<file path="src/rtl/unpack_scale_p_pkg.sv">
// -----------------------------------------------------------------------------
// unpack_scale_p_pkg
// Shared constants and FSM state type for the mod-p to mod-q unpacker.
//   COEFF_P_W    width of a packed mod-p coefficient
//   LANE_W       width of one coprocessor lane
//   WORD_W       memory word width
//   BLOCK_READS  packed words consumed per 320-bit block
//   BLOCK_WRITES lane-format words produced per block
//   EQ_MINUS_EP  default scaling shift into the mod-q domain
// -----------------------------------------------------------------------------
package unpack_scale_p_pkg;

  localparam int COEFF_P_W    = 10;
  localparam int LANE_W       = 16;
  localparam int WORD_W       = 64;
  localparam int BLOCK_READS  = 5;
  localparam int BLOCK_WRITES = 8;
  localparam int EQ_MINUS_EP  = 3;

  // Packed bits per block and coefficients consumed by one emitted word.
  localparam int BUF_W     = BLOCK_READS * WORD_W;
  localparam int EMIT_W    = (WORD_W / LANE_W) * COEFF_P_W;

  // Sequencer states: one idle cycle, six read cycles, eight write cycles.
  typedef enum logic [3:0] {
    ST_INIT = 4'd0,
    ST_R0   = 4'd1,
    ST_R1   = 4'd2,
    ST_R2   = 4'd3,
    ST_R3   = 4'd4,
    ST_R4   = 4'd5,
    ST_R5   = 4'd6,
    ST_W0   = 4'd7,
    ST_W1   = 4'd8,
    ST_W2   = 4'd9,
    ST_W3   = 4'd10,
    ST_W4   = 4'd11,
    ST_W5   = 4'd12,
    ST_W6   = 4'd13,
    ST_W7   = 4'd14,
    ST_DONE = 4'd15
  } state_t;

  // True in the states that shift read data into the buffer.
  function automatic logic is_capture_state(input state_t s);
    logic r;
    case (s)
      ST_R1, ST_R2, ST_R3, ST_R4, ST_R5: r = 1'b1;
      default:                           r = 1'b0;
    endcase
    return r;
  endfunction

  // True in the states that emit one lane-format word.
  function automatic logic is_write_state(input state_t s);
    logic r;
    case (s)
      ST_W0, ST_W1, ST_W2, ST_W3,
      ST_W4, ST_W5, ST_W6, ST_W7: r = 1'b1;
      default:                    r = 1'b0;
    endcase
    return r;
  endfunction

endpackage

</file>
<file path="src/rtl/unpack_scale_p_p2q_lane_expand.sv">
// -----------------------------------------------------------------------------
// p2q_lane_expand
// Combinational expander: four packed 10-bit mod-p coefficients become four
// 16-bit lanes, each zero-extended and shifted left by LSHIFT (EQ-EP).
//   coeffs  in  40  coefficient k at bits [10k+9:10k]
//   lanes   out 64  lane k at bits [16k+15:16k]
// -----------------------------------------------------------------------------
module p2q_lane_expand
  import unpack_scale_p_pkg::*;
#(
  parameter int LSHIFT = EQ_MINUS_EP
) (
  input  logic [EMIT_W-1:0] coeffs,
  output logic [WORD_W-1:0] lanes
);

  localparam int NUM_LANES = WORD_W / LANE_W;

  for (genvar k = 0; k < NUM_LANES; k++) begin : g_lane
    logic [LANE_W-1:0] wide;

    // No rounding and no sign handling: a pure scale into the mod-q range.
    assign wide = {{(LANE_W - COEFF_P_W){1'b0}}, coeffs[k*COEFF_P_W +: COEFF_P_W]};
    assign lanes[k*LANE_W +: LANE_W] = wide << LSHIFT;
  end

endmodule

</file>
<file path="src/rtl/unpack_scale_p.sv">
// -----------------------------------------------------------------------------
// unpack_scale_p
// Autonomous unpacker: reads a bit-contiguous stream of 10-bit mod-p
// coefficients (five 64-bit words per block) and writes them out as four
// 16-bit lanes per word (eight words per block), scaled by 2^LSHIFT.
//   clk            in   1   clock, rising edge
//   rst            in   1   synchronous active-high reset
//   read_address   out  9   packed word address, runs 0..5*NUM_BLOCKS-1
//   read_data      in   64  memory data, one cycle after read_address
//   write_address  out  9   lane word address, runs 0..8*NUM_BLOCKS-1
//   write_data     out  64  lane-format word (valid while write_en)
//   write_en       out  1   one word written per high cycle
//   done           out  1   held high once every block is written
// -----------------------------------------------------------------------------
module unpack_scale_p
  import unpack_scale_p_pkg::*;
#(
  parameter int NUM_BLOCKS = 24,
  parameter int LSHIFT     = EQ_MINUS_EP
) (
  input  logic              clk,
  input  logic              rst,
  output logic [8:0]        read_address,
  input  logic [WORD_W-1:0] read_data,
  output logic [8:0]        write_address,
  output logic [WORD_W-1:0] write_data,
  output logic              write_en,
  output logic              done
);

  // read_address equals this value after the final block's reads are issued.
  localparam logic [8:0] LAST_READ = 9'(BLOCK_READS * NUM_BLOCKS);

  state_t             state;
  logic [BUF_W-1:0]   buffer;
  logic               write_en_q;

  // Sequencer: state, address counters and the registered strobes.
  always_ff @(posedge clk) begin
    if (rst) begin
      state         <= ST_INIT;
      read_address  <= 9'd0;
      write_address <= 9'd0;
      write_en_q    <= 1'b0;
      done          <= 1'b0;
    end else begin
      if (write_en_q) begin
        write_address <= write_address + 9'd1;
      end else begin
        write_address <= write_address;
      end

      case (state)
        ST_INIT: begin
          state <= ST_R0;
        end
        ST_R0: begin
          read_address <= read_address + 9'd1;
          state        <= ST_R1;
        end
        ST_R1: begin
          read_address <= read_address + 9'd1;
          state        <= ST_R2;
        end
        ST_R2: begin
          read_address <= read_address + 9'd1;
          state        <= ST_R3;
        end
        ST_R3: begin
          read_address <= read_address + 9'd1;
          state        <= ST_R4;
        end
        ST_R4: begin
          read_address <= read_address + 9'd1;
          state        <= ST_R5;
        end
        ST_R5: begin
          // Last capture lands this cycle; the strobe is registered so it
          // is already high when W0 begins.
          write_en_q <= 1'b1;
          state      <= ST_W0;
        end
        ST_W0: state <= ST_W1;
        ST_W1: state <= ST_W2;
        ST_W2: state <= ST_W3;
        ST_W3: state <= ST_W4;
        ST_W4: state <= ST_W5;
        ST_W5: state <= ST_W6;
        ST_W6: state <= ST_W7;
        ST_W7: begin
          write_en_q <= 1'b0;
          if (read_address == LAST_READ) begin
            done  <= 1'b1;
            state <= ST_DONE;
          end else begin
            state <= ST_R0;
          end
        end
        ST_DONE: begin
          state <= ST_DONE;
          done  <= 1'b1;
        end
        default: begin
          state      <= ST_INIT;
          write_en_q <= 1'b0;
          done       <= 1'b0;
        end
      endcase
    end
  end

  // Data buffer: words enter at the top, coefficients leave from the bottom.
  // Its contents are don't-care after reset, so it carries no reset.
  always_ff @(posedge clk) begin
    if (is_capture_state(state)) begin
      buffer <= {read_data, buffer[BUF_W-1:WORD_W]};
    end else if (is_write_state(state)) begin
      buffer <= {{EMIT_W{1'b0}}, buffer[BUF_W-1:EMIT_W]};
    end else begin
      buffer <= buffer;
    end
  end

  p2q_lane_expand #(
    .LSHIFT (LSHIFT)
  ) u_expand (
    .coeffs (buffer[EMIT_W-1:0]),
    .lanes  (write_data)
  );

  // A write still in flight when rst is sampled must not reach memory.
  assign write_en = write_en_q & ~rst;

endmodule
</file>
<file path="config.mk">
export PLATFORM = sky130hd
export DESIGN_NAME = unpack_scale_p
export DESIGN_NICKNAME = d
export VERILOG_FILES = /design/src/rtl/unpack_scale_p_pkg.sv /design/src/rtl/unpack_scale_p_p2q_lane_expand.sv /design/src/rtl/unpack_scale_p.sv
export SDC_FILE = /design/constraint.sdc
export NUM_CORES = 1
export LEC_CHECK = 0
export BUFFER_PORTS_ARGS = -buffer_cell sky130_fd_sc_hd__buf_4
export CAP_MARGIN = 20
export CORE_ASPECT_RATIO = 2
export CORE_MARGIN = 3
export CORE_UTILIZATION = 53
export CTS_CLUSTER_DIAMETER = 50
export CTS_CLUSTER_SIZE = 30
export DETAILED_ROUTE_END_ITERATION = 8
export PLACE_DENSITY = 0.81
export SLEW_MARGIN = 10
export SYNTH_ARGS = -nofsm -noshare
export SYNTH_HDL_FRONTEND = slang
export SYNTH_HIERARCHICAL = 1
export SYNTH_SLANG_ARGS = --single-unit
</file>
<file path="constraint.sdc">
create_clock -name clk -period 5.27 [get_ports clk]
set_input_delay 0.2635 -clock clk [delete_from_list [all_inputs] [get_ports clk]]
set_output_delay 0.2635 -clock clk [all_outputs]
set_load 0.05 [all_outputs]
</file>
; ---- Yosys cells after proc, flatten, opt, wreduce, memory -nomap -nowiden
; Memory sizes are Yosys's and may differ from the RTL's. A register that Yosys moved wholly into a read port is not among the register bits.
; Index checks and enable logic that the tools add are counted.
[totals]
reg_bits = 344
romBits = 16
inputBits = 66
word_cells = 45
n_memories = 1
[classes]
addsub = 2
n_eq_ne = 17
muxes = 10
bitwise_logic = 2
n_reduce_logical = 7
[mem_list]
columns = memory, words, width, read_ports, rd_ports_with_merged_regs, wr, line_no
row1 = (name not given), 16, 1, 1, 1, 0, unpack_scale_p_pkg.sv:57  ; case (s)
[op_table]
columns = op, count
row1 = $mux 320, 2
row2 = $pmux 4 s16, 1
row3 = $eq 4x4->1 const B, 8
row4 = $add 9x1->9 const B, 2
row5 = $eq 4x3->1 const B, 4
row6 = $reduce_or 5->1, 2
row7 = $eq 9x7->1 const B, 1
row8 = $eq 4x2->1 const B, 2
row9 = $mux 4, 2
row10 = $reduce_bool 2->1, 3
row11 = $eq 4x1->1 const B, 1
row12 = $logic_not 4->1, 1
row13 = $pmux 1 s2, 2
row14 = $mux 1, 3
row15 = $ne 2x2->1 const B, 1
row16 = $reduce_and 2->1, 1
row17 = $and 1x1->1, 1
row18 = $not 1->1, 1

; ---- Logic depth before layout (Yosys ltp)
; Gate-level depths: netlist (run 1).
[logic_depth]
depth_word = 6
mapped_depth = 6
depth_no_buf = 6

; ---- Cells and area by module
; Netlist (run 1), hierarchy kept.
[by_module_without_submodules]
columns = mod, instances, cells_each, area_per_inst_um2, seq_area_each_um2
row1 = unpack_scale_p, 1, 802, 14383.8, 10109.7
row2 = p2q_lane_expand, 1, 65, 484.2, 0.0

; ---- Least setup slack after synthesis (run 1)
; Ideal clock, no wire load.
[synth_path]
path_type = reg-to-reg
startpoint = reg state[1]
endpoint = reg buffer[0] (enable)
setup_ns = 0.550
t_arrival_ns = 5.118
required_ns = 4.720
path_slack_ns = -0.398
stages_incl_launch_ff = 6
path_buffers = 2
cell_sequence = dfxtp_1 > and2_1 > a211oi_2 > buf_2 > buf_4 > or2_2
[synth_via]
elab_chain_cells = 4
[synth_rtl]
columns = item, line_no
row1 = start: declaration, unpack_scale_p.sv:34  ; state_t state;
row2 = start signal: assignment, unpack_scale_p.sv:41  ; state <= ST_INIT;
row3 = start signal: assignment, unpack_scale_p.sv:55  ; state <= ST_R0;
row4 = start signal: assignment, unpack_scale_p.sv:59  ; state <= ST_R1;
row5 = $eq 4x2->1 / $eq 4x3->1 (equally long branches), unpack_scale_p_pkg.sv:47  ; case (s)
row6 = $reduce_or 5->1 *, unpack_scale_p_pkg.sv:47
row7 = $mux 1 *, unpack_scale_p_pkg.sv:47
row8 = $reduce_bool 2->1 (no line) *, --
row9 = end signal: assignment, unpack_scale_p.sv:116  ; buffer <= {read_data, buffer[BUF_W-1:WORD_W]};
row10 = end signal: assignment, unpack_scale_p.sv:118  ; buffer <= {{EMIT_W{1'b0}}, buffer[BUF_W-1:EMIT_W]};
row11 = end signal: assignment, unpack_scale_p.sv:120  ; buffer <= buffer;
row12 = end: declaration, unpack_scale_p.sv:35  ; logic [BUF_W-1:0] buffer;
; Every way passes the cells marked *; elsewhere a longest branch is shown, timed or not.
; A chain may end at the register's enable or synchronous reset.

; ---- Worst setup path after layout (run 1)
[layout_path]
startpoint = reg state[1]
endpoint = reg buffer[116] (data pin)
[layout_via]
elab_chain_cells = 4
[layout_rtl]
columns = item, line_no
row1 = $eq 4x2->1 / $eq 4x3->1 (equally long branches), unpack_scale_p_pkg.sv:47
row2 = $reduce_or 5->1 *, unpack_scale_p_pkg.sv:47
row3 = $mux 1 *, unpack_scale_p_pkg.sv:47
row4 = $mux 320 *, unpack_scale_p.sv:115  ; if (is_capture_state(state)) begin
; Marked as above.

==> flow_results.org, run 1 <==
** Run status
- The run finished with clean final reports.

** Synthesis
- A synthesized cell averages 17.15 µm².
- Dominant register cell in the synthesized netlist :: sky130_fd_sc_hd__edfxtp_1
- Distinct cell type count of the synthesized netlist :: 36
- Share of the synthesized area in the top cell type :: 64.63%
- Counting flops with a built-in enable in the synthesized netlist gives 320.
- The largest total area in the synthesized netlist belongs to sky130_fd_sc_hd__edfxtp_1.
- Gate count of the mapped netlist :: 867
- In this run, synthesis produced a sequential element count of about 350.
- Combined area of all synthesized cells :: 14870 µm²
- Number of warnings issued by yosys :: 6
- By instance count, the leading cell after synthesis is sky130_fd_sc_hd__edfxtp_1.
- Async set-reset flop share out of synthesis :: 0%
- Synth area leaders :: sky130_fd_sc_hd__edfxtp_1 (65%), sky130_fd_sc_hd__mux2_2 (21%), sky130_fd_sc_hd__buf_4 (4.5%)
- Sequential cells were found to cover 68.00% of the synthesized design area.
- Counting instances in the post-synthesis netlist gives the leading cell types as sky130_fd_sc_hd__edfxtp_1 (320), sky130_fd_sc_hd__mux2_2 (280), sky130_fd_sc_hd__buf_4 (89).

** Detailed routing
- The routed layout has ~6700 vias.
- Final wirelength :: 20410 µm
- Once detail routing completed, the nets flagged for antenna violations numbered 0.
- For this block, the initial DRC count from the detailed router was around 450.
- Dividing the detail-routed via count by the number of cells gives 5.155.
- Before antenna repair, the detailed router went through 5 iterations.
- In the final routed layout, each cell accounts on average for 15.78 µm.
- After detailed routing, the number of remaining DRC violations is 0.

** Floorplanning
- Once the floorplan was initialized, standard cells occupied between 50 and 60% of the core.
- The core region is approximately 28000 µm².
- The die is 242.9 µm tall.
- For this design the top-level I/O count stands at 150.
- Die Area :: 30220 µm²
- Std-Cell Rows :: 86
- In this run the horizontal extent of the chip is 124.4 µm.

** Pwr
- Internal power of the cells :: around 4600 µW
- Power spent charging and discharging nets :: 1461 µW
- The clock network accounts for 24.3% of the total power.
- Switching share of power :: 24.26%
- For this design the static power due to leakage is 0.005588 µW.
- Worst vdd rail ir drop :: 356.7 µV
- Sequential cells burn about 60% of the power.
- Dividing total power by cell area gives a power density of 371.5 nW/µm².
- Combinational cells account for 16.2% of the total power.

** Layout
- Fraction of layout instances using a drive strength above 1 :: 46.55%
- After filler insertion, the fill cell instance count of the layout stands at roughly 2100.
- Footprint of the multi-input gates :: 4106 µm²
- Layout net count :: about 1000
- Relative area change from synthesis to final layout :: 9.021%
- Fin util :: about three fifths
- After routing the design area is 16210 µm².
- N_diodes :: 0
- Summing all flip-flop and latch instances after layout gives 10110 µm².

** Timing
- Measured against its own limit, the worst slew margin works out to 28.09%.
- Endpoints failing hold :: 0
- The routed design could run at a clock period as short as between 3 and 4 ns.
- Setup repair after global routing left no endpoint under its margin.
- Setup violations remaining at the end of the flow were counted as 0.
- Derived from the worst setup path, the maximum achievable clock frequency is roughly 0.33 GHz.
- The final count of pins violating max slew is 0.
- For the pin with the worst max-slew slack, the measured transition is approximately 1.1 ns.
- Setup TNS after final layout :: 0 ns
- In the finished design, the share of the clock period the worst path needs comes to 57.00%.
- Worst-case clock skew :: 0.01655 ns
- Min setup slack post-route :: 2.266 ns

** Place
- During placement, the flow inserted port buffers numbering around 130.
- Placed cell areas :: around 16000 µm²
- Pre-CTS setup slack :: between 2 and 2.5 ns
- The congestion estimate from routability-driven global placement came to approximately 0.74.
- Sum of net half-perimeters after detailed placement :: 12470 µm

** Setup path
- Data arrival time at the worst-slack endpoint :: 3.27 ns
- Classification of the worst setup path :: register to register
- Along the worst path, the maximum fanout reaches 213.
- Depth of the worst register-to-register path :: 5
- STA classifies the critical path endpoint as a register.
- Reg2Reg Launch Point :: state[1]
- Critical path startpoint category :: register
- For the worst setup path, the data required time is 5.53 ns.
- Crit path launch :: state[1]

** CTS
- CTS HTree Levels :: 1
- The tree built by TritonCTS fans out to ~350 sinks.
- Clock latency on the worst-skew pair :: 0.51 ns
- After clock tree synthesis, the clock-pin slew on the worst setup and hold paths is ~0.11 ns.
- The clock passes through at most 3 buffers.
- CTS tree :: yes
- In this run the clock root is driven by a sky130_fd_sc_hd__clkbuf_16.
- Total CTS buffers :: 16

** Global routing
- The first global-routing pass estimated 34360 µm of wire.
- For met2 alone, demand over resource in global routing was ~22%.
- Global routing used 18.32% of the available met1 tracks.
- Across every metal layer, demand over resource in global routing totals 13.40%.
- Via count of the first global-routing pass :: 6802
- Entering global routing, the biggest net connects 214 pins.
- Busiest grt layer :: met2
- The initial antenna violation count was 0.
- Remaining Overflow, GRT :: 0
- Met3 layer usage reported by global route :: 2.422%

** Hold path
- Origin of the worst min-delay path :: read_data[38]
- In this run the worst hold path is classified as primary input to register.
- Hold Path Cell Cnt :: 2

** Flow run
- Max cap viols :: 0
## power groups by stage
stage               Sequential (µW)  Clock, µW  Combinational (µW)
floorplan                      3620          0                 855
global placement               3630          0                 952
detailed placement             3650          0                 979
CTS                            3590       1520                 988
global route                   3630       1600                1060
finish                         3580       1460                 976
## final timing paths
check	endpoint	slack, ns
setup / recovery	buffer[116]	2.27
hold / removal	buffer[294]	0.03
setup reg to reg	buffer[116]	2.27
hold reg to reg	done	0.51
## flip-flops by register name, indices dropped and copies added (netlist names), named ones only
name and flops:
write_address 9, read_address 9, buffer 320, done 1
state 4, write_en_q 1
## cell families after synthesis
| family | count (synthesis) | share of synthesized area (%) |
|---|---|---|
| buf+inv | 108 | 5.032 |
| simple gates | 98 | 3.779 |
| fa+ha+maj | 3 | 0.2525 |
| flops | 345 | 68.00 |
| xor+xnor | 15 | 0.8836 |
| other cells | 1 | 0.02522 |
| compound gates | 15 | 0.6899 |
| mux | 282 | 21.34 |
## placed cells by master, fill, tap and decap left out, types with 3 or more instances in the layout
master                      Yosys  final
sky130_fd_sc_hd__nand2b_1       3      3
sky130_fd_sc_hd__nand4_1        5      5
sky130_fd_sc_hd__o31ai_1        3      3
sky130_fd_sc_hd__edfxtp_1     320    320
sky130_fd_sc_hd__conb_1         1     24
sky130_fd_sc_hd__dfxtp_1       25     25
sky130_fd_sc_hd__ha_1           3      3
sky130_fd_sc_hd__xor2_1         7      7
sky130_fd_sc_hd__nor2_1        20     20
sky130_fd_sc_hd__clkbuf_16      0     17
sky130_fd_sc_hd__mux2_2       280    280
sky130_fd_sc_hd__a21oi_1        5      5
sky130_fd_sc_hd__and2_1        41     41
sky130_fd_sc_hd__nand2_1        7      7
sky130_fd_sc_hd__nor4_1         5      5
sky130_fd_sc_hd__nand3_1        3      3
sky130_fd_sc_hd__buf_4         89    128
sky130_fd_sc_hd__xnor2_1        8      8
sky130_fd_sc_hd__buf_12         0      3
## cell type report
class,count,area share [%]
timing repair buffer,132,6.360
sequential,345,62.37
clock buffer,18,2.648
inverter,2,0.04631
tap,352,2.717
clock inverter,7,0.5249
multi-input combinational,437,25.33
## routing by layer
metal	vias to the layer above	routed length, µm
met5	-	0
met4	0	417
met3	23	872
met2	124	10070
met1	3209	9047
li1	3310	-
## metrics by stage
stage	power (µW)	cells	hold WS (ns)
after floorplan	4473	890	0.4617
after global placement	4584	1267	0.4789
after detailed placement	4628	1267	0.4936
after CTS	6095	1293	0.0008084
after global routing	6289	1293	0.006347
final	6022	1293	0.02529
## critical path: stages (launching register included)
cell	delay (ns)
sky130_fd_sc_hd__dfxtp_1	0.40
sky130_fd_sc_hd__and2_1	0.32
sky130_fd_sc_hd__a211oi_4	0.30
sky130_fd_sc_hd__buf_4	0.38
sky130_fd_sc_hd__buf_12	0.69
sky130_fd_sc_hd__mux2_2	0.43
## timing repair
action,4_1_cts,5_1_grt
buffers inserted,0,0
hold buffers,1,0
endpoints found under the hold margin,1,0
resized for setup,0,0
Note: power is estimated with default switching activity, not from simulation.
==> run 2: changes to the inputs <==
Clock period 5.27 ns to 2.4 ns, I/O delays scaled along.
==> flow_results.org, run 2 (synthesis gave the netlist of run 1 again) <==
** Run status
- Run status :: finished, final reports clean

** Layout
- Fin util :: 62.45% (+3.6 points)
- Leaving out fill and tap cells, the most frequent cell in the layout is sky130_fd_sc_hd__edfxtp_1.
- In the layout the commonest cells are sky130_fd_sc_hd__edfxtp_1 (320), sky130_fd_sc_hd__mux2_2 (280), sky130_fd_sc_hd__buf_4 (135).
- The multi-input gate area in the final layout came to 4109 µm² (about the same).
- Largest register FFs :: 320 (unchanged)
- Top Registers :: buffer (320), read_address (9), write_address (9)
- Filler cell count :: 1932 (-8.3%)
- The post-layout net count was 1087 (+8.4%).
- Relative area change from synthesis to final layout :: 15.69%
- The proportion of layout cells with a drive suffix above 1 was 44.97% (-1.6 points).
- Register area :: 10110 µm² (about the same)
- Counting flops per register, the top entry is buffer.

** Detailed routing
- The average wire per cell in the routed design is 15.70 µm (-0.54%).
- Number of nets still failing antenna checks after routing :: 0 (unchanged)
- Iteration-0 DRC count of the detailed router :: 405 (-9.6%)
- Number of vias per cell :: 5.160 (about the same)
- The total met2 wirelength after detailed routing was 11030 µm (+9.5%).
- Detailed-route wire length on metal 1 :: 9309 µm (+2.9%)
- Routed signal wires occupy layers up through met4.
- Iteration count of the initial detailed-routing pass :: 4 (-1)
- The routed wire length is 21600 µm (+5.8%).
- Met3 layer wire length in the routed design :: 784 µm (-10%)
- The routed via count was 7100 (+6.5%).
- The final routed DRC violation total is 0 (unchanged).

** Pwr
- The power density relative to cell area was 791.1 nW/µm² (+110%).
- The sequential power share was 57.7% (-1.8 points).
- The switching fraction of total power is 23.94% (-0.32 points).
- Internal power of the cells :: 10350 µW (+130%)
- The static leakage was 0.006028 µW (+7.9%).
- Power spent charging and discharging nets :: 3257 µW (+120%)
- Clock Power Share :: 24.8% (+0.5 points)
- The worst vdd rail ir drop came to 826.5 µV (+130%).
- The combinational power share was 17.5% (+1.3 points).

** Floorplanning
- Boundary Pins :: 150 (unchanged)
- The count of standard-cell rows is 86 (unchanged).
- Placeable core area :: 27550 µm² (unchanged)
- Die boundary width :: 124.4 µm (unchanged)
- Starting density of the core :: 53.97% (unchanged)
- The overall die height was 242.9 µm (unchanged).
- Die Area :: 30220 µm² (unchanged)

** Global routing
- The wire length of the first global-routing pass came to 36360 µm (+5.8%).
- Antenna violations before repair :: 1 (+1)
- The via count of the first global-routing pass is 7390 (+8.6%).
- The aggregate global routing overflow came to 0 (unchanged).
- The largest net degree at the start of global routing was 59 (-72%).
- Total track usage :: 14.18% (+0.79 points)

** Timing
- Post-route minimum period :: 2.119 ns (-0.8851 ns)
- The final hold violation count was 0 (unchanged).
- Setup-violating endpoint count in the final report :: 0 (unchanged)
- The worst-case clock skew is 0.02089 ns (+0.004339 ns).
- Top achievable clock speed :: 0.4720 GHz (+42%)
- Min setup slack post-route :: 0.2814 ns (-1.985 ns)
- Setup repair after global routing left no endpoint under its margin.
- Total count of max-transition violations in the final report :: 0 (unchanged)
- The final period utilization was 88.28% (+31 points).

** CTS
- Number of sinks on the clock net :: 345 (unchanged)
- CTS tree :: yes
- CTS HTree Levels :: 1 (unchanged)
- Total CTS buffers :: 16 (unchanged)
- The maximum clock insertion buffer count came to 3 (unchanged).
- CTS resizes :: 0 (unchanged)
- Clock-pin slew on the worst setup and hold paths :: 0.11 ns (about the same)
- The root buffer cell chosen for the clock tree is sky130_fd_sc_hd__clkbuf_16.
- Clock latency on the worst-skew pair :: 0.51 ns (about the same)

** Setup path
- Reg2Reg Launch Point :: state[1]
- The worst-path maximum fanout is 50 (-77%).
- The worst setup path is launched from a register.
- Data arrival time at the worst-slack endpoint :: 2.39 ns (-0.88 ns)
- Req. time, crit path :: 2.67 ns (-2.86 ns)
- Classification of the worst setup path :: register to register
- Crit path launch :: state[1]
- The worst setup path is captured at a register.

** Hold path
- Path type of the worst min-delay path :: primary input to register
- Origin of the worst min-delay path :: read_data[32]

** Place
- The number of buffers added on ports was 125 (unchanged).
- Sum of net half-perimeters after detailed placement :: 13330 µm (+6.9%)
- The minimum setup slack after placement came to 0.3067 ns (-2.059 ns).
- Final estimated routing congestion in global placement :: 0.7443 (+0.28%)

** Flow run
- Max cap viols :: 0 (unchanged)
[run 2: layout make-up]
class | count | area share (%)
clock inverter | 5 | 0.5601
timing repair buffer | 216 | 11.54
multi-input combinational | 437 | 23.89
inverter | 2 | 0.04364
antenna | 1 | 0.01455
tap | 352 | 2.560
clock buffer | 18 | 2.619
sequential | 345 | 58.78
[run 2: metal layers]
metal | GRT usage, % | vias up
met5 | 0 | -
li1 | - | 3474
met1 | 18.79 | 3458
met4 | 4.680 | 0
met2 | 24.11 | 141
met3 | 2.158 | 27
[run 2: per-stage QoR]
step                      instance area (µm²)  cells  power (µW)  hold slack, ns  TNS [ns]
after floorplan                         14980    890        9830          0.3182   -462.28
after global placement                  16000   1287       10210          0.3993         0
after detailed placement                16000   1287       10290          0.4007         0
after CTS                               17200   1375       13750          0.3888         0
after global routing                    17200   1376       14160          0.4271         0
final                                   17200   1376       13610          0.4261         0
[run 2: worst max-delay path: stages (launching register included)]
cell                       delay, ns
sky130_fd_sc_hd__dfxtp_2        0.38
sky130_fd_sc_hd__and2_4         0.22
sky130_fd_sc_hd__a211oi_4       0.27
sky130_fd_sc_hd__buf_12         0.29
sky130_fd_sc_hd__buf_12         0.28
sky130_fd_sc_hd__mux2_2         0.38
[run 2: power groups by stage]
stage / logic, µW / clock network [µW] / registers [µW]
after detailed placement: 2300 / 0 / 8000
after global routing: 2570 / 3650 / 7940
after CTS: 2410 / 3480 / 7860
after floorplan: 1890 / 0 / 7940
final: 2380 / 3380 / 7850
after global placement: 2240 / 0 / 7970
[run 2: final timing paths]
check / to / slack, ns / cells past startpoint
setup reg to reg: buffer[213] / 0.28 / 5
hold / removal: buffer[288] / 0.43 / 3
setup / recovery: buffer[213] / 0.28 / 5
hold reg to reg: done / 0.51 / 2
[run 2: timing repair]
| item | in CTS | in global routing |
|---|---|---|
| endpoints found under the hold margin | 86 | 0 |
| setup buffers | 0 | 0 |
| hold buffers | 65 | 0 |
